$ cat src/rtl/instr_encoder.sv
// RV32I instruction encoder: assembles instruction words from fields plus a class
// and streams them into instruction memory at sequential word addresses.
module instr_encoder #(
  parameter int ADDR_WIDTH = 8,
  parameter int DEPTH      = 256
) (
  input  logic                  clk,
  input  logic                  rst_n,
  input  logic                  clear,
  input  logic                  in_valid,
  output logic                  in_ready,
  input  logic [2:0]            in_type,
  input  logic [4:0]            in_rd,
  input  logic [4:0]            in_rs1,
  input  logic [4:0]            in_rs2,
  input  logic [2:0]            in_funct3,
  input  logic [6:0]            in_funct7,
  input  logic [31:0]           in_imm,
  output logic                  imem_we,
  output logic [ADDR_WIDTH-1:0] imem_addr,
  output logic [31:0]           imem_wdata,
  output logic                  err,
  output logic [1:0]            err_code,
  output logic [ADDR_WIDTH:0]   count,
  output logic                  full
);

  typedef enum logic [2:0] {
    T_R, T_I, T_LOAD, T_STORE, T_BRANCH, T_JAL, T_JALR, T_LUI
  } itype_e;

  typedef struct packed {
    itype_e      kind;
    logic [4:0]  rd;
    logic [4:0]  rs1;
    logic [4:0]  rs2;
    logic [2:0]  funct3;
    logic [6:0]  funct7;
    logic [31:0] imm;
  } fields_t;

  localparam logic [1:0] E_NONE  = 2'b00;
  localparam logic [1:0] E_RANGE = 2'b01;
  localparam logic [1:0] E_ALIGN = 2'b10;
  localparam logic [1:0] E_LUI   = 2'b11;

  localparam logic [ADDR_WIDTH+1:0] DEPTH_W = (ADDR_WIDTH+2)'(DEPTH);

  fields_t                 a_q;
  logic                    a_valid;
  logic [ADDR_WIDTH:0]     count_q;
  logic [31:0]             word;
  logic [1:0]              code;
  logic signed [31:0]      simm;
  logic                    accept;

  // Stage A occupancy counts against capacity so a full memory never gets an entry in flight.
  assign in_ready = !clear &&
                    (({1'b0, count_q} + {{(ADDR_WIDTH+1){1'b0}}, a_valid}) < DEPTH_W);
  assign accept   = in_valid && in_ready;
  assign count    = count_q;
  assign full     = ({1'b0, count_q} == DEPTH_W);
  assign simm     = $signed(a_q.imm);

  // NOTE: every output of a combinational block gets a default first so no path infers a latch.
  always_comb begin
    word = '0;
    code = E_NONE;
    unique case (a_q.kind)
      T_R: word = {a_q.funct7, a_q.rs2, a_q.rs1, a_q.funct3, a_q.rd, 7'b0110011};
      T_I, T_LOAD, T_JALR: begin
        word[31:20] = a_q.imm[11:0];
        word[19:15] = a_q.rs1;
        word[14:12] = (a_q.kind == T_JALR) ? 3'b000 : a_q.funct3;
        word[11:7]  = a_q.rd;
        word[6:0]   = (a_q.kind == T_I)    ? 7'b0010011 :
                      (a_q.kind == T_LOAD) ? 7'b0000011 : 7'b1100111;
        if (simm < -32'sd2048 || simm > 32'sd2047) code = E_RANGE;
      end
      T_STORE: begin
        word = {a_q.imm[11:5], a_q.rs2, a_q.rs1, a_q.funct3, a_q.imm[4:0], 7'b0100011};
        if (simm < -32'sd2048 || simm > 32'sd2047) code = E_RANGE;
      end
      T_BRANCH: begin
        word = {a_q.imm[12], a_q.imm[10:5], a_q.rs2, a_q.rs1, a_q.funct3,
                a_q.imm[4:1], a_q.imm[11], 7'b1100011};
        if (a_q.imm[0])                                code = E_ALIGN;
        else if (simm < -32'sd4096 || simm > 32'sd4094) code = E_RANGE;
      end
      T_JAL: begin
        word = {a_q.imm[20], a_q.imm[10:1], a_q.imm[11], a_q.imm[19:12], a_q.rd, 7'b1101111};
        if (a_q.imm[0])                                         code = E_ALIGN;
        else if (simm < -32'sd1048576 || simm > 32'sd1048574)   code = E_RANGE;
      end
      T_LUI: begin
        word = {a_q.imm[31:12], a_q.rd, 7'b0110111};
        if (a_q.imm[11:0] != 12'h000) code = E_LUI;
      end
      default: word = '0;
    endcase
  end

  // NOTE: sequential state uses non-blocking assignments so every register samples pre-edge values.
  always_ff @(posedge clk or negedge rst_n) begin
    if (!rst_n) begin
      // NOTE: the stage A payload is reset too; it is small, and it keeps imem_wdata free of X after reset.
      a_valid    <= 1'b0;
      a_q        <= '0;
      count_q    <= '0;
      imem_we    <= 1'b0;
      imem_addr  <= '0;
      imem_wdata <= '0;
      err        <= 1'b0;
      err_code   <= E_NONE;
    end else begin
      imem_we <= 1'b0;
      err     <= 1'b0;
      if (clear) begin
        a_valid <= 1'b0;
        count_q <= '0;
      end else begin
        a_valid <= accept;
        if (accept) begin
          a_q <= '{kind: itype_e'(in_type), rd: in_rd, rs1: in_rs1, rs2: in_rs2,
                   funct3: in_funct3, funct7: in_funct7, imm: in_imm};
        end
        if (a_valid) begin
          if (code == E_NONE) begin
            imem_we    <= 1'b1;
            imem_addr  <= count_q[ADDR_WIDTH-1:0];
            imem_wdata <= word;
            count_q    <= count_q + (ADDR_WIDTH+1)'(1);
          end else begin
            err      <= 1'b1;
            err_code <= code;
          end
        end
      end
    end
  end

endmodule

$ cat config.mk
export PLATFORM = sky130hd
export DESIGN_NAME = instr_encoder
export DESIGN_NICKNAME = d
export VERILOG_FILES = /design/src/rtl/instr_encoder.sv
export SDC_FILE = /design/constraint.sdc
export NUM_CORES = 1
export LEC_CHECK = 0
export CORE_MARGIN = 4
export CORE_UTILIZATION = 45
export DETAILED_ROUTE_END_ITERATION = 12
export GPL_ROUTABILITY_DRIVEN = 1
export PLACE_DENSITY = 0.81
export SLEW_MARGIN = 20
export SYNTH_ARGS = -nofsm -noshare
export SYNTH_HDL_FRONTEND = slang
export SYNTH_SLANG_ARGS = --single-unit
$ cat constraint.sdc
create_clock -name clk -period 3.6 [get_ports clk]
set_input_delay 0.54 -clock clk [delete_from_list [all_inputs] [get_ports clk]]
set_output_delay 0.54 -clock clk [all_outputs]
set_load 0.005 [all_outputs]
==> results of run 1 <==
==> final cells by class <==
class	count	area [um^2]
Fill cell	885	4273
Sequential cell	113	2828
Clock inverter	14	166.4
Tap cell	143	178.9
Timing Repair Buffer	126	1255
Multi-Input combinational cell	395	2247
Clock buffer	18	429.2
Inverter	11	41.29
==> report_power, final <==
part | total (mW) | internal (mW) | switching (mW)
sequential | 1.76 | 1.54 | 0.223
clock | 1.67 | 1.08 | 0.586
combinational | 1.01 | 0.593 | 0.415
==> metal layers <==
| metal | track usage [%] | share of wire [%] | vias to the layer above |
|---|---|---|---|
| met5 | 0 | 0 | - |
| met4 | 7.811 | 2.5 | 0 |
| met3 | 6.527 | 8.5 | 37 |
| met2 | 35.98 | 49 | 213 |
| met1 | 27.34 | 40 | 2246 |
| li1 | - | - | 2105 |
==> worst max-delay path, stage by stage, from the launching register on <==
cell and delay [ns]:
dfrtp_1 0.41, or4_1 0.54, nor2_1 0.21, a22oi_1 0.13
a22o_1 0.45, nor3_4 0.56, buf_12 0.30, mux2_1 0.36
==> logic make-up after synthesis <==
family,share of synthesized area [%]
xor gates and xnor gates,0.1669
AOI/OAI and AO/OA,7.559
adders and majority gates,0.4768
DFF,53.89
and+or+nand+nor,21.75
muxes,12.71
buffers and inverters,3.457
==> layout by cell type (no fill, tap or decap), drive strengths merged, types with 3 or more instances in the layout <==
| cell type | instances |
|---|---|
| a21oi | 20 |
| a32o | 3 |
| buf | 9 |
| bufinv | 3 |
| clkbuf | 18 |
| clkdlybuf4s50 | 117 |
| clkinv | 10 |
| dfrtp | 113 |
| inv | 11 |
| mux2 | 45 |
| mux2i | 16 |
| nand2 | 195 |
| nand3 | 5 |
| nand3b | 6 |
| nand4 | 7 |
| nor2 | 14 |
| nor2b | 3 |
| nor3 | 4 |
| nor4 | 7 |
| o211ai | 4 |
| o21ai | 25 |
| o22ai | 7 |
| o31ai | 4 |
| or3 | 4 |
| or4 | 8 |
==> metrics by stage <==
| stage | instances | setup WS, ns | power [mW] | instance area, um^2 | util, % |
|---|---|---|---|---|---|
| after floorplan | 553 | 1.374 | 2.143 | 5248 | - |
| after global placement | 788 | 0.7163 | 2.732 | 6546 | 57.33 |
| after detailed placement | 788 | 0.5291 | 2.780 | 6546 | 57.33 |
| after CTS | 820 | 0.4669 | 4.465 | 7142 | 62.55 |
| after global routing | 820 | 0.3184 | 4.662 | 7146 | 62.58 |
| final | 820 | 0.4913 | 4.442 | 7146 | 62.58 |
==> registers in the layout, indices dropped and copies added, names as in the netlist <==
signal,cells
a_valid,1
count,9
err_code,2
imem_we,1
imem_addr,8
imem_wdata,31
a_q,28
err,1
simm,32
==> path summary, 6_finish.rpt <==
check | from | end | slack, ns
setup / recovery | simm[16] | imem_wdata[16] | 0.49
hold / removal | rst_n | simm[8] | 0.21
setup reg to reg | simm[16] | imem_wdata[16] | 0.49
hold reg to reg | a_q[42] | a_q[42] | 0.48
max in group asynchronous | rst_n | imem_wdata[6] | 2.56
min in group clk | a_q[42] | a_q[42] | 0.48
==> flow_metrics.env, run 1 <==
export IMPL_initial_core_util_pct=45.96
export IMPL_yosys_warnings=0
export IMPL_final_hold_viol_count=0
export IMPL_grt_start_max_net_pins=92
export IMPL_crit_required_ns=3.88
export IMPL_grt_first_pass_wirelength_mm=22.83
export IMPL_cts_hold_buf=0
export IMPL_final_antenna_net_count=0
export IMPL_remaining_drc_errors=0
export IMPL_pin_count=119
export IMPL_cts_buffers=17
export IMPL_synth_top_area_share_pct=53.89
export IMPL_p_per_area_nw_per_um2=621.6
export IMPL_die_w_um=116.0
export IMPL_worst_r2r_cell_count=7
export IMPL_crit_path_max_fanout=32
export IMPL_die_y_um=116.0
export IMPL_cts_resized=0
export IMPL_area_growth_pct=36.17
export IMPL_worst_hold_slack_ns=0.2116
export IMPL_clkTransAtPathRegs_ns=0.06
export IMPL_ys_types=39
export IMPL_synth_nets=619
export IMPL_core_um2=11420
export IMPL_synth_area_um2=5248
export IMPL_synthFlopType="dfrtp_1"
export IMPL_netlist_top_cells_count="nand2_1, dfrtp_1, mux2_1, o21ai_0, clkbuf_1"
export IMPL_critPathCaptureType="register"
export IMPL_synth_area_per_cell_um2=9.489
export IMPL_cts_htree_levels=4
export IMPL_async_flop_share_pct=100.0
export IMPL_grt_remaining_overflow=0
export IMPL_fin_crit_ns=3.109
export IMPL_wire_per_inst_um=17.37
export IMPL_antenna_found_initial=0
export IMPL_cts_tree="done"
export IMPL_worstSetupPathType="reg -> reg"
export IMPL_firstDrtPassIters=5
export IMPL_n_antenna_cell=0
export IMPL_totalWireLength_mm=14.25
export IMPL_status="finished, final reports clean"
export IMPL_grt_use_total_pct=21.80
export IMPL_place_hpwl_mm=9.825
export IMPL_vias=4601
export IMPL_cts_root_buffer="clkbuf_16"
export IMPL_synth_cells=553
export IMPL_tightest_slew_ns=0.8086
export IMPL_power_leakage_nw=3.284
export IMPL_maxCapViolCount=0
export IMPL_cp_data_arrival_time_ns=3.39
export IMPL_finalSetupTns_ns=0
export IMPL_fin_skew_ns=0.007626
export IMPL_portBuffers=118
export IMPL_period_share_pct=86.35
export IMPL_dieArea_um2=13450
export IMPL_synth_area_leaders="dfrtp_1, nand2_1, mux2_1, mux2i_1, o21ai_0"
export IMPL_vias_per_cell=5.611
export IMPL_fmax_ghz=0.3217
export IMPL_finalSetupViolations=0
export IMPL_min_path_type="in -> async"
export IMPL_max_vdd_ir_drop_v=0.0003132
export IMPL_synth_top_area_cell="dfrtp_1"
export IMPL_nets=730
export IMPL_start_kind="register"
export IMPL_synth_edf_count=0
export IMPL_gp_congestion=0.8714
export IMPL_yosysMostFrequentCell="nand2_1"
export IMPL_final_max_slew_viol_count=0
export IMPL_clockBufferDepth=2
export IMPL_relSlewSlack_pct=46.09
export IMPL_drive_gt1_share_pct=8.124
export IMPL_insertion_delay_ns=0.41
export IMPL_yosysSeqAreaShare_pct=53.89
export IMPL_clock_sinks=113
export IMPL_synth_seq_cells=113
export IMPL_rsz0062_at_grt="no"
export IMPL_rows=39
export IMPL_drtIter0Drc=283
export IMPL_grt_pass1_vias=4645
export IMPL_post_cts_buffers=0
(Power assumes the default switching activity.)
==> run 2, diff against run 1 <==
--- a/config.mk
+++ b/config.mk
@@ -10,7 +10,6 @@
 export DETAILED_ROUTE_END_ITERATION = 12
 export GPL_ROUTABILITY_DRIVEN = 1
 export PLACE_DENSITY = 0.81
-export SLEW_MARGIN = 20
 export SYNTH_ARGS = -nofsm -noshare
 export SYNTH_HDL_FRONTEND = slang
 export SYNTH_SLANG_ARGS = --single-unit
==> run 2 against run 1 <==
Compared with the run above: global-route usage unchanged; non-clock buffer count unchanged; register-to-register slack about the same; die area unchanged; highest routed layer unchanged; power about the same; sequential power about the same.
==> flow_metrics.env, run 2 (same netlist as run 1, synthesis figures left out) <==
export IMPL_worstSetupPathType="reg -> reg"
export IMPL_clkPwrFrac_pct=37.6
export IMPL_fin_skew_ns=0.007305
export IMPL_path_cells="or4_1 -> nor2_1 -> a22oi_1 -> a22o_1 -> nor3_4 -> buf_12 -> mux2_1"
export IMPL_finalSetupViolations=0
export IMPL_relSlewSlack_pct=25.10
export IMPL_min_path_type="in -> async"
export IMPL_cts_htree_levels=4
export IMPL_cts_resized=0
export IMPL_place_hpwl_mm=9.825
export IMPL_initial_core_util_pct=45.96
export IMPL_totalWireLength_mm=14.26
export IMPL_max_stage_delay_ns=0.56
export IMPL_fmax_ghz=0.3221
export IMPL_finalWorstSetupSlack_ns=0.4957
export IMPL_n_antenna_cell=0
export IMPL_power_leakage_nw=3.283
export IMPL_drive_gt1_share_pct=8.124
export IMPL_portBuffers=118
export IMPL_max_vdd_ir_drop_v=0.0003127
export IMPL_core_um2=11420
export IMPL_grt_remaining_overflow=0
export IMPL_gp_congestion=0.8714
export IMPL_clock_sinks=113
export IMPL_finalSetupTns_ns=0
export IMPL_dp_slack_ns=0.5291
export IMPL_nets=730
export IMPL_die_w_um=116.0
export IMPL_fill_cells=884
export IMPL_wire_per_inst_um=17.40
export IMPL_tightest_slew_ns=1.123
export IMPL_power_internal_mw=3.218
export IMPL_cts_tree="done"
export IMPL_grt_pass1_vias=4645
export IMPL_grt_use_total_pct=21.80
export IMPL_antenna_found_initial=0
export IMPL_firstDrtPassIters=5
export IMPL_final_hold_viol_count=0
export IMPL_cts_buffers=17
export IMPL_area_growth_pct=36.10
export IMPL_switching_power_mw=1.223
export IMPL_fin_crit_ns=3.104
export IMPL_largest_reg_flops=32
export IMPL_layout_commonest_cell="nand2_1"
export IMPL_path_buf_inv=1
export IMPL_critPathSlowestCell="nor3_4"
export IMPL_pin_count=119
export IMPL_insertion_delay_ns=0.41
export IMPL_die_y_um=116.0
export IMPL_mostFrequentLayoutCells="nand2_1, clkdlybuf4s50_1, dfrtp_1, mux2_1, o21ai_0"
export IMPL_critPathCaptureType="register"
export IMPL_crit_path_max_fanout=32
export IMPL_rsz0062_at_grt="no"
export IMPL_dieArea_um2=13450
export IMPL_final_antenna_net_count=0
export IMPL_combPwrFrac_pct=22.7
export IMPL_maxCapViolCount=0
export IMPL_vias_per_cell=5.606
export IMPL_clkTransAtPathRegs_ns=0.06
export IMPL_netSwitchingFraction_pct=27.54
export IMPL_crit_family="simple AND/OR/NAND/NOR gates"
export IMPL_status="finished, final reports clean"
export IMPL_cp_data_arrival_time_ns=3.39
export IMPL_cts_hold_buf=0
export IMPL_drtIter0Drc=295
export IMPL_p_per_area_nw_per_um2=621.7
export IMPL_seqPwrFrac_pct=39.7
export IMPL_crit_required_ns=3.88
export IMPL_start_kind="register"
export IMPL_vias=4597
export IMPL_remaining_drc_errors=0
export IMPL_rows=39
export IMPL_cts_root_buffer="clkbuf_16"
export IMPL_clockBufferDepth=2
export IMPL_grt_start_max_net_pins=92
export IMPL_period_share_pct=86.23
export IMPL_final_max_slew_viol_count=0
export IMPL_grt_first_pass_wirelength_mm=22.83
export IMPL_post_cts_buffers=0
[run 2: changes by cell type in the layout (fill, tap and decap cells not counted)]
cell   delta
buf_4     +1
buf_6     -1
[run 2: layer usage]
layer	vias up	global-route usage, %	wire length [um]
li1	2105	-	-
met1	2245	27.34	5746
met3	28	6.527	1150
met2	219	35.98	7070
met4	0	7.811	297
met5	-	0	0
[run 2: stage by stage]
stage                     std cells  area, um^2  util (%)  power [mW]  hold slack (ns)
after CTS                       820        7142     62.55       4.465           0.3988
after global placement          788        6546     57.33       2.732           0.4561
final                           820        7142     62.55       4.440           0.3518
after floorplan                 553        5248         -       2.143           0.2444
after detailed placement        788        6546     57.33       2.780           0.4616
after global routing            820        7142     62.55       4.661           0.4486
[run 2: cell type report]
type	instances	area, um^2	area share, %
clock buffers	18	429.2	6.009
well taps	143	178.9	2.505
repair buffers	126	1251	17.52
clock inverters	14	166.4	2.330
inverters	11	41.29	0.5781
multi-input cells	395	2247	31.46
flip-flops and latches	113	2828	39.59
[run 2: final timing paths]
check / from / to / slack, ns / cells after the start
worst max-delay path: simm[16] / imem_wdata[16] / 0.50 / 7
worst min-delay path: rst_n / simm[8] / 0.35 / 1
worst max register to register: simm[16] / imem_wdata[16] / 0.50 / 7
worst min register to register: a_q[47] / a_q[47] / 0.48 / 2
max in group asynchronous: rst_n / imem_wdata[6] / 2.29 / 2
min in group clk: a_q[47] / a_q[47] / 0.48 / 2
[run 2: power by group through the flow]
stage               clock [mW]  sequential (mW)  combinational (mW)
floorplan                    0             1.71               0.431
global placement             0             1.77               0.967
detailed placement           0             1.77                1.01
CTS                       1.68             1.76                1.02
global route              1.76             1.79                1.11
finish                    1.67             1.76                1.01
